--- config.mk ---
export PLATFORM = sky130hd
export DESIGN_NAME = ame_num_denormal
export DESIGN_NICKNAME = d
export VERILOG_FILES = /design/src/rtl/ame_num_denormal.sv
export SDC_FILE = /design/constraint.sdc
export NUM_CORES = 1
export LEC_CHECK = 0
export BUFFER_PORTS_ARGS = -buffer_cell sky130_fd_sc_hd__buf_4
export CELL_PAD_IN_SITES_DETAIL_PLACEMENT = 0
export CELL_PAD_IN_SITES_GLOBAL_PLACEMENT = 2
export CORE_MARGIN = 10
export CORE_UTILIZATION = 30
export DETAILED_ROUTE_END_ITERATION = 12
export PLACE_DENSITY_LB_ADDON = 0.08
export SLEW_MARGIN = 20
export SYNTH_ARGS = -nofsm -noshare
export SYNTH_HDL_FRONTEND = slang
export SYNTH_SLANG_ARGS = --single-unit
--- constraint.sdc ---
create_clock -name clk_i -period 3.8 [get_ports clk_i]
set_input_delay 0.95 -clock clk_i [delete_from_list [all_inputs] [get_ports clk_i]]
set_output_delay 0.95 -clock clk_i [all_outputs]
set_load 0.05 [all_outputs]
--- src/rtl/ame_num_denormal.sv ---
`timescale 1ns/1ps
// -----------------------------------------------------------------------------
// ame_num_denormal
//
// Restores a normalised signed integer to full scale. The magnitude of the
// input is shifted left by comp_shift_i, one binary-weighted stage per clock,
// and the sign is re-applied at the end. If the full-scale value does not fit
// in W signed bits, the result either saturates (SAT_EN=1) or wraps (SAT_EN=0),
// and comp_ovf_o is raised.
//
// Handshake: comp_init_i is a level request. The operands are captured on the
// first edge that sees it high. comp_done_o rises S+1 edges after that first
// edge, counting that edge, and stays high while comp_init_i stays high.
// Dropping comp_init_i before done aborts the operation. Whenever a result is
// not being presented, comp_data_o passes comp_data_i straight through.
//
// Ports
//   clk_i         in   clock, rising edge
//   rst_n_i       in   asynchronous active-low reset
//   comp_init_i   in   level request, hold high until done is seen
//   comp_done_o   out  result valid, held while comp_init_i is high
//   comp_ovf_o    out  overflow flag for the presented result
//   comp_shift_i  in   left-shift amount, 0..W-1
//   comp_data_i   in   signed two's-complement operand
//   comp_data_o   out  signed result, or pass-through of comp_data_i
// -----------------------------------------------------------------------------
module ame_num_denormal #(
  parameter int COMP_DATA_BITS = 64,
  parameter bit SAT_EN         = 1'b1
) (
  input  logic                               clk_i,
  input  logic                               rst_n_i,
  input  logic                               comp_init_i,
  output logic                               comp_done_o,
  output logic                               comp_ovf_o,
  input  logic [$clog2(COMP_DATA_BITS)-1:0]  comp_shift_i,
  input  logic [COMP_DATA_BITS-1:0]          comp_data_i,
  output logic [COMP_DATA_BITS-1:0]          comp_data_o
);

  localparam int W  = COMP_DATA_BITS;
  localparam int S  = $clog2(W);   // number of shift stages
  localparam int SW = $clog2(S);   // width of the stage counter

  localparam logic [W-1:0] MAX_POS = {1'b0, {(W-1){1'b1}}};
  localparam logic [W-1:0] MIN_NEG = {1'b1, {(W-1){1'b0}}};

  typedef enum logic [1:0] {
    ST_IDLE  = 2'd0,
    ST_SHIFT = 2'd1,
    ST_DONE  = 2'd2
  } state_t;

  state_t state_reg;
  state_t state_next;

  // Operand and progress registers.
  logic [W-1:0]  mag_reg;     // unsigned magnitude being shifted
  logic          sign_reg;    // sign of the captured operand
  logic [S-1:0]  shift_reg;   // captured shift amount, one bit per stage
  logic          ovf_reg;     // sticky: some set bit has been shifted out
  logic [SW-1:0] stage_reg;   // stage k currently being applied

  // Magnitude of the live input. The most negative value maps to 2^(W-1),
  // which is representable as an unsigned W-bit number.
  logic [W-1:0] in_mag;
  assign in_mag = comp_data_i[W-1] ? (~comp_data_i + W'(1)) : comp_data_i;

  // ---------------------------------------------------------------------------
  // Per-stage shift results. Stage gi shifts by 2^gi. The bits that would fall
  // off the top are reduced to a single flag so the overflow can be tracked
  // without widening the datapath.
  // ---------------------------------------------------------------------------
  logic [W-1:0] stage_mag [S];
  logic [S-1:0] stage_out;

  genvar gi;
  generate
    for (gi = 0; gi < S; gi++) begin : g_stage
      localparam int AMT = 1 << gi;
      assign stage_mag[gi] = mag_reg << AMT;
      assign stage_out[gi] = |mag_reg[W-1 -: AMT];
    end
  endgenerate

  // Select the stage addressed by the counter.
  logic [W-1:0] sel_mag;
  logic         sel_out;
  logic         sel_en;
  logic         last_stage;

  always_comb begin
    sel_mag = mag_reg;
    sel_out = 1'b0;
    sel_en  = 1'b0;
    for (int i = 0; i < S; i++) begin
      if (stage_reg == SW'(i)) begin
        sel_mag = stage_mag[i];
        sel_out = stage_out[i];
        sel_en  = shift_reg[i];
      end
    end
  end

  assign last_stage = (stage_reg == SW'(S - 1));

  // ---------------------------------------------------------------------------
  // FSM: state register
  // ---------------------------------------------------------------------------
  always_ff @(posedge clk_i or negedge rst_n_i) begin
    if (!rst_n_i) begin
      state_reg <= ST_IDLE;
    end else begin
      state_reg <= state_next;
    end
  end

  // ---------------------------------------------------------------------------
  // FSM: next-state logic
  // ---------------------------------------------------------------------------
  always_comb begin
    state_next = state_reg;
    case (state_reg)
      ST_IDLE: begin
        if (comp_init_i) begin
          state_next = ST_SHIFT;
        end
      end
      ST_SHIFT: begin
        // A dropped request abandons the operation without presenting a result.
        if (!comp_init_i) begin
          state_next = ST_IDLE;
        end else if (last_stage) begin
          state_next = ST_DONE;
        end
      end
      ST_DONE: begin
        if (!comp_init_i) begin
          state_next = ST_IDLE;
        end
      end
      default: state_next = ST_IDLE;
    endcase
  end

  // ---------------------------------------------------------------------------
  // Datapath registers
  // ---------------------------------------------------------------------------
  always_ff @(posedge clk_i or negedge rst_n_i) begin
    if (!rst_n_i) begin
      mag_reg   <= '0;
      sign_reg  <= 1'b0;
      shift_reg <= '0;
      ovf_reg   <= 1'b0;
      stage_reg <= '0;
    end else begin
      case (state_reg)
        ST_IDLE: begin
          if (comp_init_i) begin
            mag_reg   <= in_mag;
            sign_reg  <= comp_data_i[W-1];
            shift_reg <= comp_shift_i;
            ovf_reg   <= 1'b0;
            stage_reg <= '0;
          end
        end
        ST_SHIFT: begin
          if (comp_init_i) begin
            if (sel_en) begin
              mag_reg <= sel_mag;
              ovf_reg <= ovf_reg | sel_out;
            end
            stage_reg <= stage_reg + SW'(1);
          end
        end
        default: begin
        end
      endcase
    end
  end

  // ---------------------------------------------------------------------------
  // Result formation. A positive result overflows once the top bit is set; a
  // negative one may reach exactly 2^(W-1) and still be representable.
  // ---------------------------------------------------------------------------
  logic         ovf_final;
  logic [W-1:0] signed_res;
  logic [W-1:0] sat_val;

  assign ovf_final  = ovf_reg
                    | (~sign_reg & mag_reg[W-1])
                    | (sign_reg & mag_reg[W-1] & (|mag_reg[W-2:0]));
  assign signed_res = sign_reg ? (~mag_reg + W'(1)) : mag_reg;
  assign sat_val    = sign_reg ? MIN_NEG : MAX_POS;

  // ---------------------------------------------------------------------------
  // FSM: output logic
  // ---------------------------------------------------------------------------
  always_comb begin
    comp_done_o = 1'b0;
    comp_ovf_o  = 1'b0;
    comp_data_o = comp_data_i;
    if (state_reg == ST_DONE) begin
      comp_done_o = 1'b1;
      comp_ovf_o  = ovf_final;
      if (SAT_EN && ovf_final) begin
        comp_data_o = sat_val;
      end else begin
        comp_data_o = signed_res;
      end
    end
  end

endmodule

==> results of run 1 <==
-- layout by cell type, fill, tap and decap left out, types with 26 or more instances in the layout --
cell type and n:
buf_4 307, buf_6 72, nor3_1 51, inv_1 28, nor4_1 26, mux2i_1 34, a221oi_1 31, nand2_1 141
a21oi_1 113, dfrtp_1 74, a211oi_1 34, nor2_1 186, o21ai_0 83, a21oi_2 30
-- worst paths after layout --
kind | start | to | slack, ns | cells past startpoint
setup / recovery | mag_reg[29]$_DFFE_PN0P_ | comp_data_o[43] | -0.22 | 12
hold / removal | shift_reg[4]$_DFFE_PN0P_ | shift_reg[4]$_DFFE_PN0P_ | 0.52 | 1
setup reg to reg | stage_reg[0]$_DFFE_PN0P_ | mag_reg[49]$_DFFE_PN0P_ | 0.44 | 9
hold reg to reg | shift_reg[4]$_DFFE_PN0P_ | shift_reg[4]$_DFFE_PN0P_ | 0.52 | 1
max in group asynchronous | rst_n_i | mag_reg[26]$_DFFE_PN0P_ | 2.35 | 2
min in group asynchronous | rst_n_i | shift_reg[1]$_DFFE_PN0P_ | 0.69 | 1
-- worst max-delay path, stage by stage (launching register included) --
cell and delay, ns:
dfrtp_1 0.40, buf_4 0.21, or3_4 0.40, nor4_4 0.29, buf_4 0.16, nand4_1 0.10, buf_6 0.16, buf_6 0.13
o31ai_4 0.25, xor2_2 0.24, buf_4 0.17, o21ai_4 0.05, buf_8 0.16
-- power breakdown --
part	total (mW)	internal (mW)	switching, mW
Clock	0.943	0.549	0.394
Combinational	7.22	2.70	4.52
Sequential	1.49	1.16	0.332
Total	9.65	4.41	5.24
-- cell type report --
cell class                 instances  share of cell area, %
multi-input combinational       1340                  59.76
timing repair buffer             409                  22.26
sequential                        77                  11.76
tap                              468                  3.566
clock buffer                      12                  1.562
inverter                          33                 0.7543
clock inverter                     4                 0.3352
-- through the flow --
stage / utilization, % / instance area, µm² / total power [mW] / setup TNS [ns]
after global routing: 45.18 / 16420 / 10.03 / -12.13
after detailed placement: 39.61 / 14400 / 7.548 / -0.2513
after global placement: 39.61 / 14400 / 7.575 / -0.2205
after floorplan: - / 11590 / 4.756 / -1.214
final: 45.18 / 16420 / 9.654 / -7.108
after CTS: 43.79 / 15920 / 9.135 / -10.52
-- cell families after synthesis --
group / count (synthesis)
AOI/OAI and AO/OA: 597
buffers and inverters: 226
xor gates and xnor gates: 58
muxes: 49
and+or+nand+nor: 629
DFF: 77
adders and majority gates: 7
-- repair_timing --
item	in CTS	in global routing
pin swaps	66	52
buffers inserted	20	10
endpoints found under the setup margin	64	65
cloned	2	0
resized for setup	227	88
-- per-layer routing --
| layer | routed length (µm) | track usage (%) |
|---|---|---|
| met5 | 0 | 0 |
| met4 | 1519 | 7.067 |
| met3 | 7598 | 6.965 |
| met2 | 28670 | 42.40 |
| met1 | 32240 | 45.66 |
==> results.yml, run 1 <==
pwr:
  power.density_nw_per_um2: 587.9
  ir_drop_v: 0.0002674
  p_leak_nw: 6.304
logic_synthesis:
  synth.area.top_cells: "dfrtp_1, a21oi_1, nor2_1"
  netlist_area_um2: 11000
  postSynthRegisterBits: 77
  syn-num-nets: 1723
  synth_edf_count: 0
  postSynthCellCount: 1643
  ys_types: 82
  synth_simple_gate_area_share_pct: 28.32
  netlist.area_leader.share_pct: 17.52
  synth_flop_cell: "dfrtp_1"
  synthXorXnorAreaFrac_pct: 4.620
  synth_top_area_cell: "dfrtp_1"
  synth.yosys.seq_area_share_pct: 17.52
  synth_top_family_by_area: "compound AO/OA/AOI/OAI gates"
  synthMostInstantiatedCell: "nor2_1"
  ys_warn_count: 0
  post_synth.cell_area_avg_um2: 6.692
  synthMuxAreaShare_pct: 4.563
  yosys-top-cells-count: "nor2_1, clkbuf_1, a21oi_1"
  synth_compound_area_share_pct: 36.33
  synthAdderAreaFrac_pct: 0.7965
  async_reset_ff_share_pct: 100.0
layout:
  finalNetCount: 1950
  multi_input_area_um2: 9814
  n_antenna_cell: 0
  syn_to_final_growth_pct: 49.35
  fillers: 3757
  largest_reg_flops: 64
  instances_no_fill: 2343
  seqCellArea_um2: 1931
  drive_gt1_share_pct: 35.84
timing:
  timing.final.hold_violations: 0
  fin_crit_ns: 4.019
  fin_crit_sh_pct: 105.8
  skew_ns: 0.009519
  setup_slack_ns: -0.2194
  setup_viol: 63
  report.final.slew_viol_count: 0
  tightest_slew_ns: 0.9953
  hold_slack_ns: 0.5168
  rsz0062_at_grt: "yes"
  fmax_mhz: 248.8
  slew_headroom_pct: 33.20
critical_path:
  endpoint_kind: "output port"
  worstSetupPathType: "flip-flop to output port"
  critPathRequiredTime_ns: 2.85
  arrival_ns: 3.07
  cp_max_fo: 9
  critPathLaunchType: "flip-flop"
drt:
  antenna_left: 0
  drc_errors: 0
  firstDrtPassIters: 6
  avgRoutedWirePerCell_um: 29.89
  vias: 14990
  totalWireLength_mm: 70.03
  vias_per_cell: 6.398
  drtIter0Drc: 2029
placement:
  placed_cells: 2298
  gp_congestion: 0.9403
  dpl_worst_slack_ns: -0.1037
  io_buffers: 138
  dp_hpwl_mm: 52.38
global_route:
  grt_max_degree: 77
  grt_overflow: 0
  antenna_found_initial: 1
  grt_pass1_wl_mm: 101.7
  grt_pass1_vias: 14180
  grtUsageTotal_pct: 30.44
floorplan:
  fp.dieArea_um2: 44710
  rows: 70
  fp.dieW_um: 211.4
  io_pins: 139
  initial_core_util_pct: 30.25
  die_height_um: 211.4
  core_region_area_um2: 36350
clock_tree:
  postCtsHoldBufs: 0
  cts.sink_count: 77
  cts_tree: "built"
  htreeDepth: 3
  clk_latency_ns: 0.36
  clock-root-buffer: "clkbuf_16"
  clock_path_buffers: 2
  cts_made_buffers: 9
  clkSlewWorstSetupHoldPaths_ns: 0.07
status:
  violations: "setup timing"
  status: "finished, violations left"
job:
  maxCapViolCount: 0
worst_hold_path:
  hold_path_class: "flip-flop to flip-flop"
Note: power is estimated with default switching activity, not from simulation.
==> run 2: changes to the inputs <==
--- a/config.mk
+++ b/config.mk
@@ -9,9 +9,9 @@
 export CELL_PAD_IN_SITES_DETAIL_PLACEMENT = 0
 export CELL_PAD_IN_SITES_GLOBAL_PLACEMENT = 2
 export CORE_MARGIN = 10
-export CORE_UTILIZATION = 30
+export CORE_UTILIZATION = 36
 export DETAILED_ROUTE_END_ITERATION = 12
-export PLACE_DENSITY_LB_ADDON = 0.08
+export PLACE_DENSITY_LB_ADDON = 0.1
 export SLEW_MARGIN = 20
 export SYNTH_ARGS = -nofsm -noshare
 export SYNTH_HDL_FRONTEND = slang
==> constraint.sdc (replaced) <==
create_clock -name clk_i -period 4.7 [get_ports clk_i]
set_input_delay 1.175 -clock clk_i [delete_from_list [all_inputs] [get_ports clk_i]]
set_output_delay 1.175 -clock clk_i [all_outputs]
set_load 0.05 [all_outputs]
==> run 2 against run 1 <==
  * The run now ends clean
  * First-iteration DRC count shrank 12%
  * Flip-flop and latch count is the same
  * Core utilization shrank 1.6 points
  * Via count shrank 4.9%
  * Combinational power shrank 40%
  * Clock skew grew 0.0027 ns
  * Non-clock buffer count shrank 162
  * Critical path type unchanged
  * Highest routed layer unchanged
==> results.yml, run 2 (same netlist as run 1, synthesis figures left out) <==
layout:
  fillers: 3203
  layout_commonest_cell: "buf_4"
  instances_no_fill: 2103
  largest_reg_flops: 64
  fin_util_pct: 43.63
  finalNetCount: 1788
  syn_to_final_growth_pct: 18.54
  n_antenna_cell: 0
  layout_common_cells: "buf_4, nor2_1, nand2_1, a21oi_1, o21ai_0"
  drive_gt1_share_pct: 18.86
drt:
  drtIter0Drc: 1787
  antenna_left: 0
  vias_per_cell: 6.776
  totalWireLength_mm: 64.05
  firstDrtPassIters: 6
  drc_errors: 0
  avgRoutedWirePerCell_um: 30.46
  vias: 14250
floorplan:
  io_pins: 139
  core_region_area_um2: 29870
  die_height_um: 194.8
  initial_core_util_pct: 36.81
  fp.dieArea_um2: 37930
  rows: 63
  fp.dieW_um: 194.8
timing:
  fin_crit_ns: 4.628
  tightest_slew_ns: 1.117
  timing.final.hold_violations: 0
  slew_headroom_pct: 25.00
  setup_viol: 0
  fin_crit_sh_pct: 98.47
  fmax_mhz: 216.1
  report.final.slew_viol_count: 0
  rsz0062_at_grt: "no"
  setup_tns_ns: 0
  hold_slack_ns: 0.5159
  skew_ns: 0.01224
pwr:
  power.share.switching_pct: 55.95
  combPwrFrac_pct: 67.5
  power.density_nw_per_um2: 491.9
  seq_power_share_pct: 20.7
  p_int_mw: 2.824
  p_switching_mw: 3.587
  power_frac_clock_pct: 11.7
  ir_drop_v: 0.0002984
  finalPower_mw: 6.411
  p_leak_nw: 4.936
clock_tree:
  clock-root-buffer: "clkbuf_16"
  post_cts_buffers: 0
  clock_path_buffers: 2
  htreeDepth: 3
  clkSlewWorstSetupHoldPaths_ns: 0.06
  cts_tree: "built"
  cts.sink_count: 77
  cts_made_buffers: 9
  clk_latency_ns: 0.37
placement:
  placed_cells: 2087
  io_buffers: 138
  gp_congestion: 0.9745
  dp_hpwl_mm: 47.95
global_route:
  grt_pass1_vias: 13400
  grt_max_degree: 65
  grt.met2_usage_pct: 51.45
  grt_pass1_wl_mm: 92.33
  grtUsageTotal_pct: 31.80
  use_met1_pct: 37.86
  grt_busiest_layer: "met2"
  antenna_found_initial: 0
  grt_overflow: 0
  grt_util_met3_pct: 4.457
critical_path:
  worstSetupPathType: "flip-flop to output port"
  endpoint_kind: "output port"
  arrival_ns: 3.45
  critPathRequiredTime_ns: 3.52
  r2r_cells: 9
  critPathLaunchType: "flip-flop"
  cp_max_fo: 6
job:
  maxCapViolCount: 0
worst_hold_path:
  hold_path_class: "flip-flop to flip-flop"
  hold_depth: 1
status:
  status: "finished, final reports clean"
## run 2: what timing repair did
action / in CTS / in global routing
hold buffers: 0 / 0
endpoints found under the hold margin: 0 / 0
endpoints found under the setup margin: 0 / 4
resized for setup: 0 / 5
## run 2: layout make-up
cell class | count | area (µm²) | share of cell area [%]
sequential | 77 | 1928 | 14.79
timing repair buffer | 247 | 1883 | 14.45
multi-input combinational | 1340 | 8312 | 63.77
clock buffer | 9 | 225.2 | 1.728
inverter | 33 | 123.9 | 0.9504
tap | 390 | 488.0 | 3.744
clock inverter | 7 | 73.82 | 0.5664
## run 2: power groups by stage
stage	sequential, mW	clock (mW)	combinational, mW
after global placement	1.32	0	4.18
after detailed placement	1.33	0	4.18
after floorplan	1.09	0	2.63
final	1.33	0.752	4.33
after global routing	1.36	0.785	4.54
after CTS	1.31	0.762	4.20
## run 2: final timing paths
path | endpoint | from | slack (ns)
worst max-delay path | comp_data_o[34] | mag_reg[1]$_DFFE_PN0P_ | 0.07
worst min-delay path | shift_reg[2]$_DFFE_PN0P_ | shift_reg[2]$_DFFE_PN0P_ | 0.52
worst max register to register | mag_reg[41]$_DFFE_PN0P_ | stage_reg[2]$_DFFE_PN0P_ | 0.88
min in group asynchronous | mag_reg[55]$_DFFE_PN0P_ | rst_n_i | 0.93
worst min register to register | shift_reg[2]$_DFFE_PN0P_ | shift_reg[2]$_DFFE_PN0P_ | 0.52
max in group asynchronous | mag_reg[57]$_DFFE_PN0P_ | rst_n_i | 2.91
## run 2: routing by layer
layer / wire length (µm) / part of all wire, %
met2: 29610 / 46
met3: 4641 / 7.2
met1: 24600 / 38
met4: 5197 / 8.1
met5: 0 / 0
## run 2: stage by stage
step | cell area (µm²) | worst slack [ns]
finish | 13030 | 0.07199
global route | 13030 | 0.004611
CTS | 13010 | 0.04582
detailed placement | 12710 | 0.4349
global placement | 12700 | 0.4196
floorplan | 11020 | 0.01793
## run 2: critical path, stage by stage (launching register included)
cell and delay, ns:
dfrtp_1 0.38, inv_1 0.14, ha_1 0.24, or3b_4 0.44
or4_1 0.58, nor3_1 0.44, nand4_1 0.18, mux2i_1 0.15
o21ai_0 0.27, buf_4 0.26
